### src/rtl/ex_result_demux_pkg.sv
// Shared EX-stage definitions: destination/operand select codes and the
// decode from a 4-bit select code to a channel index. The EX operand mux
// uses the same constants, so the two directions always agree on mapping.
package ex_result_demux_pkg;

    localparam int SEL_W = 4;
    localparam int CH_W  = 4;

    // Codes 0 and 1 both address channel A; 11..15 are unused.
    localparam logic [SEL_W-1:0] SEL_A     = 4'd0;
    localparam logic [SEL_W-1:0] SEL_A_ALT = 4'd1;
    localparam logic [SEL_W-1:0] SEL_B     = 4'd2;
    localparam logic [SEL_W-1:0] SEL_C     = 4'd3;
    localparam logic [SEL_W-1:0] SEL_D     = 4'd4;
    localparam logic [SEL_W-1:0] SEL_E     = 4'd5;
    localparam logic [SEL_W-1:0] SEL_F     = 4'd6;
    localparam logic [SEL_W-1:0] SEL_G     = 4'd7;
    localparam logic [SEL_W-1:0] SEL_H     = 4'd8;
    localparam logic [SEL_W-1:0] SEL_I     = 4'd9;
    localparam logic [SEL_W-1:0] SEL_J     = 4'd10;

    typedef struct packed {
        logic            valid;
        logic [CH_W-1:0] ch;
    } sel_dec_t;

    function automatic sel_dec_t sel_to_ch(input logic [SEL_W-1:0] sel);
        sel_dec_t d;
        d.valid = 1'b1;
        d.ch    = '0;
        case (sel)
            SEL_A, SEL_A_ALT: d.ch = 4'd0;
            SEL_B:            d.ch = 4'd1;
            SEL_C:            d.ch = 4'd2;
            SEL_D:            d.ch = 4'd3;
            SEL_E:            d.ch = 4'd4;
            SEL_F:            d.ch = 4'd5;
            SEL_G:            d.ch = 4'd6;
            SEL_H:            d.ch = 4'd7;
            SEL_I:            d.ch = 4'd8;
            SEL_J:            d.ch = 4'd9;
            default:          d.valid = 1'b0;
        endcase
        return d;
    endfunction

endpackage

### src/rtl/ex_result_demux_fifo.sv
// Small in-order buffer, DEPTH x W, with occupancy.
//   clk, rst_n       clock / async active-low reset
//   push, wdata      write at tail (ignored when full)
//   pop              advance head (ignored when empty)
//   rdata            head entry straight from storage; when empty it holds
//                    the last entry popped (zero after reset)
//   occupancy        entries held, 0..DEPTH
//   full, empty      status derived from occupancy
module ex_result_demux_fifo #(
    parameter int W     = 36,
    parameter int DEPTH = 2
) (
    input  logic                     clk,
    input  logic                     rst_n,
    input  logic                     push,
    input  logic [W-1:0]             wdata,
    input  logic                     pop,
    output logic [W-1:0]             rdata,
    output logic [$clog2(DEPTH):0]   occupancy,
    output logic                     full,
    output logic                     empty
);
    localparam int AW = $clog2(DEPTH);
    localparam logic [AW-1:0] PTR_ONE  = AW'(1);
    localparam logic [AW:0]   CNT_ONE  = (AW+1)'(1);
    localparam logic [AW:0]   CNT_FULL = (AW+1)'(DEPTH);

    logic [W-1:0]  mem [DEPTH];
    logic [AW-1:0] wr_ptr, rd_ptr;
    logic [AW:0]   count;
    logic [W-1:0]  hold;
    logic          do_push, do_pop;

    assign full    = (count == CNT_FULL);
    assign empty   = (count == '0);
    assign do_push = push && !full;
    assign do_pop  = pop && !empty;

    // Last popped entry keeps the shared bus stable while the buffer is empty.
    assign rdata     = empty ? hold : mem[rd_ptr];
    assign occupancy = count;

    // DEPTH is a power of two, so pointers wrap by natural overflow.
    always_ff @(posedge clk or negedge rst_n) begin
        if (!rst_n) begin
            wr_ptr <= '0;
            rd_ptr <= '0;
            count  <= '0;
            hold   <= '0;
            for (int i = 0; i < DEPTH; i++) mem[i] <= '0;
        end else begin
            if (do_push) begin
                mem[wr_ptr] <= wdata;
                wr_ptr      <= wr_ptr + PTR_ONE;
            end
            if (do_pop) begin
                hold   <= mem[rd_ptr];
                rd_ptr <= rd_ptr + PTR_ONE;
            end
            case ({do_push, do_pop})
                2'b10:   count <= count + CNT_ONE;
                2'b01:   count <= count - CNT_ONE;
                default: count <= count;
            endcase
        end
    end

endmodule

### src/rtl/ex_result_demux.sv
// EX result router: one tagged value in, delivered to one of NUM_CH channels.
//   clk, rst_n            clock / async active-low reset
//   in_valid/in_ready     upstream handshake; in_ready depends on state only
//   in_data, in_sel       value and 4-bit destination code
//   out_data              shared bus, head of buffer
//   out_valid[NUM_CH]     one-hot owner of out_data, zero when empty
//   out_ready[NUM_CH]     per-channel accept; only the owner's bit matters
//   err_pulse             one cycle after a bad code was accepted
//   err_count             saturating count of dropped bad-code transfers
//   occupancy             entries buffered
module ex_result_demux
    import ex_result_demux_pkg::*;
#(
    parameter int DATA_W = 32,
    parameter int NUM_CH = 10,
    parameter int DEPTH  = 2,
    parameter int ERR_W  = 8
) (
    input  logic                    clk,
    input  logic                    rst_n,
    input  logic                    in_valid,
    output logic                    in_ready,
    input  logic [DATA_W-1:0]       in_data,
    input  logic [SEL_W-1:0]        in_sel,
    output logic [DATA_W-1:0]       out_data,
    output logic [NUM_CH-1:0]       out_valid,
    input  logic [NUM_CH-1:0]       out_ready,
    output logic                    err_pulse,
    output logic [ERR_W-1:0]        err_count,
    output logic [$clog2(DEPTH):0]  occupancy
);
    localparam int EW = DATA_W + CH_W;
    localparam logic [ERR_W-1:0] ERR_ONE = ERR_W'(1);

    sel_dec_t         dec;
    logic             push, store, bad, pop;
    logic             full, empty;
    logic [EW-1:0]    head;
    logic [CH_W-1:0]  head_ch;

    assign dec      = sel_to_ch(in_sel);
    assign in_ready = !full;
    assign push     = in_valid && in_ready;
    // Bad codes are accepted and dropped so upstream never stalls on them.
    assign store    = push && dec.valid;
    assign bad      = push && !dec.valid;

    ex_result_demux_fifo #(
        .W     (EW),
        .DEPTH (DEPTH)
    ) u_fifo (
        .clk       (clk),
        .rst_n     (rst_n),
        .push      (store),
        .wdata     ({dec.ch, in_data}),
        .pop       (pop),
        .rdata     (head),
        .occupancy (occupancy),
        .full      (full),
        .empty     (empty)
    );

    assign head_ch  = head[DATA_W +: CH_W];
    assign out_data = head[DATA_W-1:0];

    for (genvar c = 0; c < NUM_CH; c++) begin : g_ch
        assign out_valid[c] = !empty && (head_ch == CH_W'(c));
    end

    // Non-owner ready bits are masked off by out_valid.
    assign pop = |(out_valid & out_ready);

    always_ff @(posedge clk or negedge rst_n) begin
        if (!rst_n) begin
            err_pulse <= 1'b0;
            err_count <= '0;
        end else begin
            err_pulse <= bad;
            if (bad && (err_count != '1)) err_count <= err_count + ERR_ONE;
        end
    end

endmodule

### config.mk
export PLATFORM = sky130hd
export DESIGN_NAME = ex_result_demux
export DESIGN_NICKNAME = d
export VERILOG_FILES = /design/src/rtl/ex_result_demux_pkg.sv /design/src/rtl/ex_result_demux_fifo.sv /design/src/rtl/ex_result_demux.sv
export SDC_FILE = /design/constraint.sdc
export NUM_CORES = 1
export LEC_CHECK = 0
export BUFFER_PORTS_ARGS = -buffer_cell sky130_fd_sc_hd__buf_2
export CAP_MARGIN = 20
export CELL_PAD_IN_SITES_DETAIL_PLACEMENT = 1
export CELL_PAD_IN_SITES_GLOBAL_PLACEMENT = 1
export CORE_ASPECT_RATIO = 1.1
export CORE_MARGIN = 4
export CORE_UTILIZATION = 43
export CTS_CLUSTER_SIZE = 25
export DETAILED_ROUTE_END_ITERATION = 10
export GPL_ROUTABILITY_DRIVEN = 0
export PLACE_DENSITY_LB_ADDON = 0.1
export SETUP_SLACK_MARGIN = 0.2
export SLEW_MARGIN = 20
export SYNTH_ARGS = -nofsm -noshare
export SYNTH_HDL_FRONTEND = slang
export SYNTH_SLANG_ARGS = --single-unit
export TNS_END_PERCENT = 5
### constraint.sdc
create_clock -name clk -period 3.7 [get_ports clk]
set_clock_uncertainty 0.15 [all_clocks]
set_input_delay 0 -clock clk [delete_from_list [all_inputs] [get_ports clk]]
set_output_delay 0 -clock clk [all_outputs]
set_load 0.05 [all_outputs]
==> metrics.md <==
| Metric | Value |
|---|---|
| Status | finished, final reports clean |
| GR peak layer | met2 |
| CTS sink cnt | 119 |
| Final setup viols | 0 |
| GR Layer Usage met3 | 5.63% |
| Mapped Area | 0.00572 mm² |
| Diode count | 0 |
| R2R Path End | u_fifo.occupancy[1] |
| WL final | 14,600 µm |
| Starting density of the core | 44.7% |
| Area delta synth->final | 26.4% |
| Core Util, Final | 56.5% |
| FP Rows | 43 |
| Commonest non-fill, non-tap cell in the layout | dfrtp_1 |
| Max Freq | 317 MHz |
| Register area share after synthesis | 52.0% |
| EDFF count, synth | 0 |
| Crit path launch type | flip-flop |
| Post-synth top area cell | dfrtp_1 |
| Final Hold Vio Count | 0 |
| Vias | 4,373 |
| Fill cell count | 1,457 |
| Unrepaired setup endpoints after global routing | no |
| Commonest non-fill, non-tap cells in the layout | dfrtp_1 (118), nand2_1 (113), buf_2 (101) |
| Critical path class | flip-flop to flip-flop |
| Largest net degree at the start of global routing | 79 |
| # H-tree levels | 4 |
| Clock latency on the worst-skew pair | 0.40 ns |
| Worst Tran Pin Value | 0.914 ns |
| Setup TNS Final | 0 ns |
| Syn Nets | 603 |
| Crit share post-route | 85.3% |
| Post-route DRC | 0 |
| Post-synth top area share | 52.0% |
| First-pass GRT wire length | 24,600 µm |
| Met2 Track Usage GR | 35.3% |
| GR Overflow Total | 0 |
| Worst relative slew slack | 38.9% |
| Max Cap Viol | 0 |
| Worst r2r path cells | 9 |
| Crit path DAT | 3.33 ns |
| ANT nets after route | 0 |
| Die ar. | 0.0152 mm² |
| Total GRT Usage | 20.3% |
| Routed len/inst | 17.1 µm |
| Die X-Extent | 118 µm |
| Core footprint | 0.0128 mm² |
| Layout cell share with drive strength beyond 1 | 26.0% |
| Critical path origin | u_fifo.occupancy[0] |
| Clock transition at path regs | 0.05 ns |
| Top FF cell, synth | dfrtp_1 |
| CTS max path bufs | 2 |
| CP Capture Type | flip-flop |
| Num CTS Buffers | 17 |
| Post-Syn Instances | 552 |
| FF-to-FF Start | u_fifo.occupancy[0] |
| Main area contributors after synthesis | dfrtp_1 (52%), mux2i_1 (12%), nand2_1 (7.4%) |
| Hold Path Class | input port to async pin |
| Critical-path maximum fanout | 64 |
| Vias in the first global route | 4,896 |
| Cell Area, Placed | 0.00629 mm² |
| Nets | 741 |
| Syn avg cell area | 10.4 µm² |
| Yosys Warn Count | 0 |
| WP data required | 3.87 ns |
| Setup slack, reg-to-reg | 0.54 ns |
| Via density | 5.11 |
| 1st-iter DRT viols | 227 |
| Crit path time final | 3.16 ns |
| Drt first pass iters | 4 |
| I/O pin count | 103 |
| Hold WS | 0.0511 ns |
| Buffers on Ports | 102 |
| #FFs+latches synth | 119 |
| Ys async rst share | 100% |
| Layout Cell Area excl Fill | 0.00723 mm² |
| TritonCTS clock tree | yes |
| Root Driver | clkbuf_16 |
| Max-slew violation count | 0 |
| Met1 Use GR | 24.9% |
| Initial antenna violation count | 0 |
| Post-DP HPWL | 9200 µm |
| Yosys cell types | 44 |
| Die Span Y | 129 µm |
[per-layer routing]
metal | vias up | routed length (µm)
met5 | - | 0
met4 | 0 | 202
li1 | 2098 | -
met1 | 2166 | 6500
met3 | 19 | 592
met2 | 90 | 7330
[through the flow]
| stage | setup WS, ns | std cells |
|---|---|---|
| 5_1_grt | 0.238 | 856 |
| 4_1_cts | 0.359 | 855 |
| 3_3_place_gp | 0.517 | 786 |
| 6_report | 0.545 | 856 |
| 3_5_place_dp | 0.400 | 786 |
| 2_1_floorplan | 0.704 | 552 |
[critical path, stage by stage, from the launching register on]
cell,delay (ns)
dfrtp_1,0.52
or2_2,0.28
buf_4,0.54
nand3_1,0.28
o22ai_2,0.46
nor2_8,0.17
inv_2,0.08
ha_1,0.25
nor2_1,0.14
xor2_1,0.17
[synth_stat cells (all sizes together), types with 2 or more instances]
| cell type | count |
|---|---|
| a21oi | 36 |
| and3 | 4 |
| buf | 11 |
| clkbuf | 19 |
| dfrtp | 119 |
| ha | 2 |
| inv | 33 |
| mux2 | 39 |
| mux2i | 68 |
| nand2 | 113 |
| nand3 | 4 |
| nand3b | 2 |
| nand4 | 4 |
| nor2 | 52 |
| nor3 | 3 |
| o21ai | 10 |
| o22ai | 2 |
| o31ai | 3 |
| or2 | 3 |
| xnor2 | 9 |
| xor2 | 4 |
[flip-flops by register name, indices dropped and copies added, names as in the netlist]
register and cells:
u_fifo.mem 72, u_fifo.rd_ptr 1, u_fifo.occupancy 2, u_fifo.wr_ptr 1
err_pulse 1, err_count 8, u_fifo.hold 34
[logic make-up (layout without fill, tap and decap cells)]
group / after synthesis / count (layout) / share of synthesized area, %
simple gates: 190 / 191 / 13.9
flops: 119 / 119 / 52.0
mux: 107 / 107 / 19.6
buf+inv: 63 / 209 / 5.36
compound gates: 58 / 58 / 6.71
xor+xnor: 13 / 13 / 1.99
fa+ha+maj: 2 / 2 / 0.437
[area by class of cell]
| class | instances | area, µm² | area share (%) |
|---|---|---|---|
| timing repair buffer | 148 | 965 | 13.3 |
| clock buffer | 23 | 458 | 6.33 |
| clock inverter | 5 | 52.6 | 0.727 |
| tap | 157 | 196 | 2.72 |
| multi-input combinational | 371 | 2460 | 34.0 |
| sequential | 119 | 2980 | 41.2 |
| inverter | 33 | 124 | 1.71 |
[how the worst max path moves through the flow]
stage          depth (start not counted)  slack [ns]             endpoint
6_report                               9        0.54  u_fifo.occupancy[1]
5_1_grt                                9        0.24  u_fifo.occupancy[1]
4_1_cts                                9        0.36  u_fifo.occupancy[1]
3_5_place_dp                           9        0.40  u_fifo.occupancy[1]
3_3_place_gp                          10        0.52  u_fifo.occupancy[1]
2_1_floorplan                         12        0.70  u_fifo.occupancy[1]
[what timing repair did]
action | in CTS | in global routing
gates resized for setup | 0 | 0
buffers inserted | 0 | 0
endpoints found under the setup margin | 0 | 1
endpoints found under the hold margin | 157 | 0
hold buffers | 41 | 0
Power is not shown: default switching activity piles up to over one toggle a cycle in this logic, so the estimate is an artifact.
